===== config.mk =====
export PLATFORM = sky130hd
export DESIGN_NAME = pea_horner_eval_flat
export DESIGN_NICKNAME = d
export VERILOG_FILES = /design/src/rtl/pea_horner_eval_if.sv /design/src/rtl/pea_horner_eval.sv /design/src/flat_wrapper.sv
export SDC_FILE = /design/constraint.sdc
export NUM_CORES = 2
export LEC_CHECK = 0
export ABC_CLOCK_PERIOD_IN_PS = 14400
export CAP_MARGIN = 20
export CORE_ASPECT_RATIO = 1.2
export CORE_MARGIN = 3
export CORE_UTILIZATION = 60
export CTS_CLUSTER_DIAMETER = 200
export CTS_CLUSTER_SIZE = 10
export DETAILED_ROUTE_END_ITERATION = 10
export GPL_TIMING_DRIVEN = 0
export HOLD_SLACK_MARGIN = 0.08
export PLACE_DENSITY = 0.89
export SYNTH_ARGS = -nofsm -noshare
export SYNTH_HDL_FRONTEND = slang
export SYNTH_SLANG_ARGS = --single-unit

===== constraint.sdc =====
create_clock -name clk -period 14.4 [get_ports clk]
set_clock_uncertainty 0.05 [all_clocks]
set_input_delay 2.88 -clock clk [delete_from_list [all_inputs] [get_ports clk]]
set_output_delay 2.88 -clock clk [all_outputs]
set_load 0.02 [all_outputs]

===== src/rtl/pea_horner_eval_if.sv =====
// Request/response bundle for pea_horner_eval: coefficient write port, evaluation
// request and result/status FIFO write side.
interface pea_horner_eval_if #(
  parameter int unsigned WIDTH     = 16,
  parameter int unsigned ACC_WIDTH = 32,
  parameter int unsigned MAX_DEG   = 10,
  parameter int unsigned NUM_BANKS = 4
);
  localparam int unsigned BW = $clog2(NUM_BANKS);
  localparam int unsigned IW = $clog2(MAX_DEG + 1);

  logic                 coef_wr;
  logic [BW-1:0]        coef_bank;
  logic [IW-1:0]        coef_idx;
  logic [WIDTH-1:0]     coef_data;
  logic                 coef_err;
  logic                 start;
  logic [BW-1:0]        bank_sel;
  logic [IW:0]          degree;
  logic [WIDTH-1:0]     x_in;
  logic                 busy;
  logic                 out_full;
  logic                 wr_out;
  logic [ACC_WIDTH-1:0] data_out_result;
  logic [WIDTH-1:0]     data_out_status;

  modport master (
    output coef_wr, coef_bank, coef_idx, coef_data, start, bank_sel, degree, x_in, out_full,
    input  coef_err, busy, wr_out, data_out_result, data_out_status
  );

  modport slave (
    input  coef_wr, coef_bank, coef_idx, coef_data, start, bank_sel, degree, x_in, out_full,
    output coef_err, busy, wr_out, data_out_result, data_out_status
  );
endinterface


===== src/rtl/pea_horner_eval.sv =====
// Banked-coefficient polynomial evaluator using Horner's rule, one MAC per cycle.
// Define PEA_SATURATE_EN to clamp overflowing steps instead of wrapping.
module pea_horner_eval #(
  parameter int unsigned WIDTH     = 16,
  parameter int unsigned ACC_WIDTH = 32,
  parameter int unsigned MAX_DEG   = 10,
  parameter int unsigned NUM_BANKS = 4
) (
  input logic clk,
  input logic rst,
  pea_horner_eval_if.slave bus
);
  localparam int unsigned BW = $clog2(NUM_BANKS);
  localparam int unsigned IW = $clog2(MAX_DEG + 1);
  localparam int unsigned DW = IW + 1;
  localparam int unsigned PW = 2 * ACC_WIDTH;

  typedef enum logic [1:0] {StIdle, StInit, StMac, StWrite} state_e;
  state_e state_q, state_d;

  logic [WIDTH-1:0] coef_mem [NUM_BANKS][MAX_DEG+1];

  logic [BW-1:0]               bank_q;
  logic [DW-1:0]               deg_q, cnt_q;
  logic [WIDTH-1:0]            x_q;
  logic signed [ACC_WIDTH-1:0] acc_q, acc_next;
  logic                        ovf_q, deg_err_q, coef_err_q;

  logic                 deg_bad, bank_locked, coef_accept;
  logic [IW-1:0]        rd_idx;
  logic [WIDTH-1:0]     coef_rd;
  logic signed [PW-1:0] acc_ext, x_ext, c_ext, sum_full;
  logic                 step_ovf;

  assign deg_bad     = deg_q > DW'(MAX_DEG);
  // The captured bank is frozen only while an evaluation is in flight.
  assign bank_locked = (state_q != StIdle) && (bus.coef_bank == bank_q);
  assign coef_accept = bus.coef_wr && (bus.coef_idx <= IW'(MAX_DEG)) && !bank_locked;

  always_ff @(posedge clk) begin
    if (coef_accept) coef_mem[bus.coef_bank][bus.coef_idx] <= bus.coef_data;
  end

  assign rd_idx  = (state_q == StInit) ? deg_q[IW-1:0] : IW'(cnt_q - DW'(1));
  assign coef_rd = coef_mem[bank_q][rd_idx];

  always_comb begin
    acc_ext  = {{(PW-ACC_WIDTH){acc_q[ACC_WIDTH-1]}}, acc_q};
    x_ext    = {{(PW-WIDTH){x_q[WIDTH-1]}}, x_q};
    c_ext    = {{(PW-WIDTH){coef_rd[WIDTH-1]}}, coef_rd};
    sum_full = acc_ext * x_ext + c_ext;
    step_ovf = sum_full != {{(PW-ACC_WIDTH){sum_full[ACC_WIDTH-1]}}, sum_full[ACC_WIDTH-1:0]};
`ifdef PEA_SATURATE_EN
    if (step_ovf) begin
      acc_next = sum_full[PW-1] ? {1'b1, {(ACC_WIDTH-1){1'b0}}} : {1'b0, {(ACC_WIDTH-1){1'b1}}};
    end else begin
      acc_next = sum_full[ACC_WIDTH-1:0];
    end
`else
    acc_next = sum_full[ACC_WIDTH-1:0];
`endif
  end

  always_comb begin
    state_d     = state_q;
    bus.busy    = state_q != StIdle;
    bus.wr_out  = 1'b0;
    unique case (state_q)
      StIdle:  if (bus.start) state_d = StInit;
      StInit:  state_d = (deg_bad || deg_q == '0) ? StWrite : StMac;
      StMac:   if (cnt_q == DW'(1)) state_d = StWrite;
      StWrite: begin
        if (!bus.out_full) begin
          bus.wr_out = 1'b1;
          state_d    = StIdle;
        end
      end
      default: state_d = StIdle;
    endcase
  end

  always_ff @(posedge clk or posedge rst) begin
    if (rst) begin
      state_q    <= StIdle;
      bank_q     <= '0;
      deg_q      <= '0;
      cnt_q      <= '0;
      x_q        <= '0;
      acc_q      <= '0;
      ovf_q      <= 1'b0;
      deg_err_q  <= 1'b0;
      coef_err_q <= 1'b0;
    end else begin
      state_q    <= state_d;
      coef_err_q <= bus.coef_wr && !coef_accept;
      unique case (state_q)
        StIdle: begin
          if (bus.start) begin
            bank_q <= bus.bank_sel;
            deg_q  <= bus.degree;
            x_q    <= bus.x_in;
          end
        end
        StInit: begin
          ovf_q     <= 1'b0;
          deg_err_q <= deg_bad;
          if (deg_bad) begin
            acc_q <= '0;
            cnt_q <= '0;
          end else begin
            acc_q <= {{(ACC_WIDTH-WIDTH){coef_rd[WIDTH-1]}}, coef_rd};
            cnt_q <= deg_q;
          end
        end
        StMac: begin
          acc_q <= acc_next;
          ovf_q <= ovf_q | step_ovf;
          cnt_q <= cnt_q - DW'(1);
        end
        default: ;
      endcase
    end
  end

  always_comb begin
    bus.data_out_status          = '0;
    bus.data_out_status[0]       = (state_q == StWrite) && !deg_err_q;
    bus.data_out_status[1]       = ovf_q;
    bus.data_out_status[2]       = deg_err_q;
    bus.data_out_status[4 +: BW] = bank_q;
  end

  assign bus.data_out_result = acc_q;
  assign bus.coef_err        = coef_err_q;
endmodule


===== src/flat_wrapper.sv =====
// flat-port wrapper written by rule: the top's interface ports become plain ports
module pea_horner_eval_flat 
#(
  parameter int unsigned WIDTH     = 16,
  parameter int unsigned ACC_WIDTH = 32,
  parameter int unsigned MAX_DEG   = 10,
  parameter int unsigned NUM_BANKS = 4
)
  (clk, rst, bus_coef_wr, bus_coef_bank, bus_coef_idx, bus_coef_data, bus_start, bus_bank_sel, bus_degree, bus_x_in, bus_out_full, bus_coef_err, bus_busy, bus_wr_out, bus_data_out_result, bus_data_out_status);
  pea_horner_eval_if #(.WIDTH(WIDTH), .ACC_WIDTH(ACC_WIDTH), .MAX_DEG(MAX_DEG), .NUM_BANKS(NUM_BANKS)) bus_i ();
  input logic clk;
  input logic rst;
  input wire logic [$bits(bus_i.coef_wr)-1:0] bus_coef_wr;
  input wire logic [$bits(bus_i.coef_bank)-1:0] bus_coef_bank;
  input wire logic [$bits(bus_i.coef_idx)-1:0] bus_coef_idx;
  input wire logic [$bits(bus_i.coef_data)-1:0] bus_coef_data;
  input wire logic [$bits(bus_i.start)-1:0] bus_start;
  input wire logic [$bits(bus_i.bank_sel)-1:0] bus_bank_sel;
  input wire logic [$bits(bus_i.degree)-1:0] bus_degree;
  input wire logic [$bits(bus_i.x_in)-1:0] bus_x_in;
  input wire logic [$bits(bus_i.out_full)-1:0] bus_out_full;
  output wire logic [$bits(bus_i.coef_err)-1:0] bus_coef_err;
  output wire logic [$bits(bus_i.busy)-1:0] bus_busy;
  output wire logic [$bits(bus_i.wr_out)-1:0] bus_wr_out;
  output wire logic [$bits(bus_i.data_out_result)-1:0] bus_data_out_result;
  output wire logic [$bits(bus_i.data_out_status)-1:0] bus_data_out_status;
  assign bus_i.coef_wr = bus_coef_wr;
  assign bus_i.coef_bank = bus_coef_bank;
  assign bus_i.coef_idx = bus_coef_idx;
  assign bus_i.coef_data = bus_coef_data;
  assign bus_i.start = bus_start;
  assign bus_i.bank_sel = bus_bank_sel;
  assign bus_i.degree = bus_degree;
  assign bus_i.x_in = bus_x_in;
  assign bus_i.out_full = bus_out_full;
  assign bus_coef_err = bus_i.coef_err;
  assign bus_busy = bus_i.busy;
  assign bus_wr_out = bus_i.wr_out;
  assign bus_data_out_result = bus_i.data_out_result;
  assign bus_data_out_status = bus_i.data_out_status;
  pea_horner_eval #(.WIDTH(WIDTH), .ACC_WIDTH(ACC_WIDTH), .MAX_DEG(MAX_DEG), .NUM_BANKS(NUM_BANKS)) u_core (.clk(clk), .rst(rst), .bus(bus_i));
endmodule

== Yosys cells after proc, flatten, opt, wreduce, memory -nomap -nowiden ==
Memory sizes are Yosys's and may differ from the RTL's.
Cells that the tools add are included.

* Register bits: 65
* Memories: 1
* Word-level logic and storage cells: 66
* Bits of input ports: 50
* Output and inout port bits: 51
* Memory bits (writable): 704

* Magnitude comparators: 5
* Multipliers: 1
* Bitwise logic cells: 3
* Eq/ne operators: 9
* Reduce and logical (&&, ||, !) cells: 16
* $add $sub $neg: 2
* Mux-type cells: 20

{| class="wikitable"
|+ Memories
! memory !! depth !! width !! read ports !! clocked after Yosys merged registers in !! wr ports !! RTL line !! text
|-
| u_core.coef_mem || 4 || 176 || 1 || 0 || 1 || pea_horner_eval.sv:21 || <nowiki>logic [WIDTH-1:0] coef_mem [NUM_BANKS][MAX_DEG+1];</nowiki>
|}

{| class="wikitable"
|+ Operators with widths
! cell !! count
|-
| 2-to-1 mux 176 bit || 1
|-
| binary-select mux 16 bit (select 4 bit) || 1
|-
| demux 16 bit (select 4 bit) || 1
|-
| case mux 32 bit (2 select lines) || 1
|-
| adder 48 x 16 -> 49 bit || 1
|-
| multiplier 32 x 16 -> 48 bit || 1
|-
| 2-to-1 mux 16 bit || 3
|-
| 2-to-1 mux 32 bit || 1
|-
| inequality test 32 bit || 1
|-
| greater-or-equal comparator 5 bit, second input constant || 2
|-
| inverter 4 -> 5 bit || 2
|-
| case mux 5 bit (2 select lines) || 1
|-
| case mux 2 bit (4 select lines) || 1
|-
| logical AND 1 bit || 6
|-
| 2-to-1 mux 2 bit || 3
|-
| == test 5 x 1 -> 1 bit, second input constant || 1
|-
| > comparator 5 x 4 -> 1 bit, second input constant || 1
|-
| zero test 5 bit || 1
|-
| < comparator 5 x 1 -> 1 bit, second input constant || 1
|-
| 2-to-1 mux 5 bit || 1
|-
| subtractor 5 x 1 -> 5 bit, second input constant || 1
|-
| == test 2 bit, second input constant || 2
|-
| <= comparator 4 bit, second input constant || 1
|-
| 2-to-1 mux 1 bit || 4
|-
| other kinds (13) || 17
|}

== Longest topological paths before layout ==
* Depth after elaboration: 10
* Mapped depth: 33
* Gate-level depth less buffers: 30

== Worst setup path after synthesis ==
Ideal clock, no wire load.

* Path type: reg2reg
* Start: register u_core.state_q[1]
* End: register u_core.ovf_q
* Path buffers: 3
* Period minus slack after synthesis: 8,002 ps
* Stages on the path, launching flop included: 30
* Library setup time: 136 ps
* Slack: 6,398 ps
* Arrival time: 7,816 ps
* Data required time: 14,214 ps
* Cell sequence: dfrtp_1 inv_1 ha_1 clkbuf_1 mux2i_1 clkbuf_1 nand2_1 nand3_1 a31oi_1 o22ai_1 ha_1 fa_1 inv_1 fa_1 fa_1 fa_1 inv_1 ha_1 a21o_1 a31oi_1 o31ai_1 a211o_1 a21oi_1 o31a_1 buf_2 nor2_1 a31o_2 a211o_1 a2111oi_2 a31oi_1

* Longest elaborated chain between the ends: 10
* Elaborated cells between the ends (all ways): 12
* Classes of those cells: 1 x add/sub; 3 x eq/ne; 5 x mux; 2 x bitwise; 1 x reduce/logical

{| class="wikitable"
|+ RTL lines
! what !! RTL line !! text
|-
| start, declared || pea_horner_eval.sv:19 || <nowiki>state_e state_q, state_d;</nowiki>
|-
| start signal, assigned || pea_horner_eval.sv:84 || <nowiki>state_q <= StIdle;</nowiki>
|-
| start signal, assigned || pea_horner_eval.sv:94 || <nowiki>state_q <= state_d;</nowiki>
|-
| == test 2 x 1 -> 1 bit || pea_horner_eval.sv:44, pea_horner_eval.sv:96 ||
|-
| 2-to-1 mux 4 bit || pea_horner_eval.sv:44 || <nowiki>assign rd_idx = (state_q == StInit) ? deg_q[IW-1:0] : IW'(cnt_q - DW'(1));</nowiki>
|-
| inverter 4 -> 5 bit (not written as such) || pea_horner_eval.sv:45 || <nowiki>assign coef_rd = coef_mem[bank_q][rd_idx];</nowiki>
|-
| binary-select mux 16 bit (select 4 bit) || pea_horner_eval.sv:45 ||
|-
| 2-to-1 mux 16 bit (not written as such) (2 in series) || pea_horner_eval.sv:45 ||
|-
| adder 48 x 16 -> 49 bit || pea_horner_eval.sv:51 || <nowiki>sum_full = acc_ext * x_ext + c_ext;</nowiki>
|-
| inequality test 32 bit || pea_horner_eval.sv:52 || <nowiki>step_ovf = sum_full != {{(PW-ACC_WIDTH){sum_full[ACC_WIDTH-1]}}, sum_full[ACC_WIDTH-1:0]};</nowiki>
|-
| OR 1 bit || pea_horner_eval.sv:117 || <nowiki>ovf_q <= ovf_q | step_ovf;</nowiki>
|-
| case mux 1 bit (2 select lines) || pea_horner_eval.sv:96 || <nowiki>unique case (state_q)</nowiki>
|-
| end signal, assigned || pea_horner_eval.sv:117 ||
|-
| end, declared || pea_horner_eval.sv:27 || <nowiki>logic ovf_q, deg_err_q, coef_err_q;</nowiki>
|}

Several ways; a longest one is shown, not always the timed one. The select of a mux whose other input is x is not followed.
A chain may end at the register's enable or synchronous reset.

== Worst setup path after layout ==
Ends and elaborated chain as after synthesis.

==> results.md <==
Setup path:
- The worst setup path is captured at a flop.
- In this run the worst path has a maximum fanout of 10.
- STA classifies the critical path startpoint as a flop.
- The data arrival time at the worst-slack endpoint is 11.32 ns.
- The slowest stage cell on the critical path is o31ai_1.
- The most prevalent standard cell on the critical path is fa_1.
- The number of buffers and inverters on the critical path is 6.
- The largest incremental delay on the critical path is 0.79 ns.
- The worst flop-to-flop path startpoint is u_core.state_q[1].
- The critical path launch point is u_core.state_q[1].
- The cell family contributing the most delay on the critical path is adder cells.
- The category of the most critical setup path is reg2reg.
- At the worst endpoint, the required time is between 10 and 15 ns.

Logic synthesis:
- The average cell area after synthesis is 13.3 µm².
- The mapped netlist covers 48800 µm².
- The commonest cells after synthesis are 704 x edfxtp_1, 526 x fa_1, 496 x nand2_1.
- The flip-flop and latch count after synthesis is 769.
- Of the post-synthesis cell area, the dominant cell type holds roughly 43%.
- The share of synthesized registers carrying an async set or reset is around 8.5%.
- The most used standard cell by instance count after synthesis is edfxtp_1.
- Ranked by total cell area, the synthesized netlist is headed by edfxtp_1 43%, fa_1 22%, mux4_2 8.1%, nand2_1 3.8%, inv_1 3.5%.
- Among all flip-flop cells after synthesis, the most frequent one is edfxtp_1.
- The number of different library cells used by synthesis comes to 75.
- The part of the Yosys area used for sequential elements is 46.7%.
- The top cell type by total area after synthesis is edfxtp_1.
- The synthesized instance count is 3669.
- In this run, synthesis inferred 704 flip-flops with an integrated enable.
- Yosys printed 0 warnings.

Clocking:
- The number of hold buffers added after CTS was 0.
- The insertion delay to the later sink of the worst-skew pair is between 0.6 and 0.7 ns.
- The number of buffers on the longest clock path is 3.
- The clock net in this run drives a total of 769 sinks.
- CTS placed an instance of clkbuf_16 at the clock tree root.
- The total of cells resized after clock tree synthesis is 0.
- The number of buffers added by the clock tree synthesis step is 86.
- The CTS tree is done.
- The total setup buffers inserted after CTS is 0.
- The H-tree generated during clock tree synthesis spans 3 levels.
- The clock transition at the registers of the reported paths is ~0.08 ns.

Floorplan:
- Pin placement for this block handled 101 I/O pins.
- The width of the chip is 266 µm.
- The starting density of the core is between 60% and 70%.
- The area of the core region is 79900 µm².
- After floorplanning, the core was divided into 113 placement rows.
- The die covers 84800 µm².
- In this run the vertical extent of the chip is 318 µm.

Drt:
- Dividing the detail-routed via count by the number of cells gives 6.78.
- The detailed router finished its first iteration with 4992 violations.
- The count of nets left with antenna violations once routing finished came out at 0.
- Across all layers, the routed design uses 33700 vias.
- The first-pass iteration count of the detailed router is 11.
- The routed wirelength normalized by instance count is 31.4 µm.
- The DRC violation count after routing is 13.
- The total detailed-routing wirelength is between 150000 and 200000 µm.

STA:
- The worst path in the final design needs a cycle of 10.84 ns, including I/O delays and setup.
- The number of endpoints failing setup at the final stage is 0.
- In the finished design, the share of the clock period the worst path needs comes to 75.3%.
- The final number of hold-violating endpoints came to 0.
- The number of max-slew violations in the final report is 0.
- Setup repair after global routing left no endpoint under its margin.
- The transition at the pin with the smallest max-transition slack is 1.15 ns.
- For the final routed database, the setup TNS stands at 0 ns.
- Based on the critical path, the design can be clocked at up to around 90 MHz.
- The worst slew margin relative to its limit is roughly 23%.

Hold path:
- The startpoint of the worst hold path is u_core.cnt_q[4].
- The classification of the worst-slack hold path is reg2reg.

Placement:
- The final weighted congestion in routability-driven placement is approximately 1.0.
- Port buffering added 89 buffers.
- The half-perimeter wire length after detailed placement is 103000 µm.

Global routing:
- The initial antenna violation count is 8.
- The first global-routing pass estimated approximately 230000 µm of wire.
- The total global-route track usage is a little under two fifths.
- For this run the aggregate overflow at the end of global routing stands at 0.
- Entering global routing, the biggest net connects 65 pins.
- The number of global-route vias before repair came to between 30000 and 40000.

Job:
- The tool flagged a number of max-cap violations equal to 0.

Layout:
- Cells with a size suffix above 1 make up 11.0% of the layout.
- The number of nets in the finished design is about 4600.
- The area growth from synthesis to final layout is 10.6%.

Status:
- The run finished, with violations left.
- The checks that failed: DRC.
[cell families after synthesis]
| group | synth area share [%] |
|---|---|
| fa+ha+maj | 24.7 |
| xor+xnor | 0.985 |
| flops | 46.7 |
| compound gates | 4.15 |
| simple gates | 9.43 |
| other cells | 0.00768 |
| buf+inv | 5.20 |
| mux | 8.84 |
[worst reg2reg max path, delay by kind of cell (launching register included)]
kind,cells,cell delay (ns)
xor gates and xnor gates,1,0.18
muxes,1,0.59
DFF,1,0.42
AOI/OAI and AO/OA,7,2.56
and+or+nand+nor,6,1.67
buffers and inverters,6,2.19
adders and majority gates,7,3.06
[final cells by class]
cell class              count  area, µm²
diodes                      6       15.0
clock inverters             5       95.1
flip-flops and latches    769      22800
fillers                  5109      25900
inverters                 449       1690
well taps                1035       1290
clock buffers             123       2310
multi-input cells        2258      23600
repair buffers            120       1310
plain buffers             203        853
[flip-flops by register name (all words and copies together), names as in the netlist]
| register | count |
|---|---|
| u_core.bus.data_out_result | 32 |
| u_core.deg_err_q | 1 |
| u_core.deg_q | 5 |
| u_core.cnt_q | 5 |
| u_core.coef_mem | 704 |
| u_core.x_q | 16 |
| u_core.bus.coef_err | 1 |
| u_core.ovf_q | 1 |
| u_core.bank_q | 2 |
| u_core.state_q | 2 |
[layer usage]
layer | up-vias | global-route usage (%) | wire, µm
met2 | 3321 | 58.6 | 73100
met4 | 4 | 26.4 | 15900
met3 | 982 | 10.8 | 20600
li1 | 12800 | - | -
met1 | 16500 | 42.8 | 46100
met5 | - | 0 | 128
[path summary, 6_finish.rpt]
kind                                                  to  slack (ns)  cells after the start
min in group asynchronous                   u_core.ovf_q        2.37                      2
hold / removal                           u_core.cnt_q[4]        0.52                      2
hold reg to reg                          u_core.cnt_q[4]        0.52                      2
setup / recovery                            u_core.ovf_q        3.56                     28
setup reg to reg                            u_core.ovf_q        3.56                     28
max in group asynchronous  u_core.bus.data_out_result[3]       11.34                      3
[placed cells by master (no fill, tap or decap), types with 77 or more instances in the layout]
cell type / instances
a21oi_1: 155
and2_1: 221
clkbuf_1: 193
clkbuf_16: 87
clkdlybuf4s50_1: 77
edfxtp_1: 704
fa_1: 526
ha_1: 123
inv_1: 448
mux4_2: 176
nand2_1: 496
nor2_1: 126
[stage by stage]
step / setup slack (ns) / cells / util [%] / instance area, µm² / hold slack (ns)
after detailed placement: 4.38 / 4832 / 64.5 / 51500 / 0.506
after CTS: 4.29 / 4960 / 67.5 / 53900 / 0.520
final: 3.56 / 4968 / 67.6 / 54000 / 0.516
after floorplan: 6.40 / 3679 / - / 48800 / 0.430
after global routing: 3.45 / 4963 / 67.5 / 54000 / 0.544
after global placement: 3.84 / 4803 / 63.9 / 51000 / 0.476
Power is left out: the tool's default activity adds up to more than one toggle a clock period on the data nets, which glitch-free logic cannot reach.
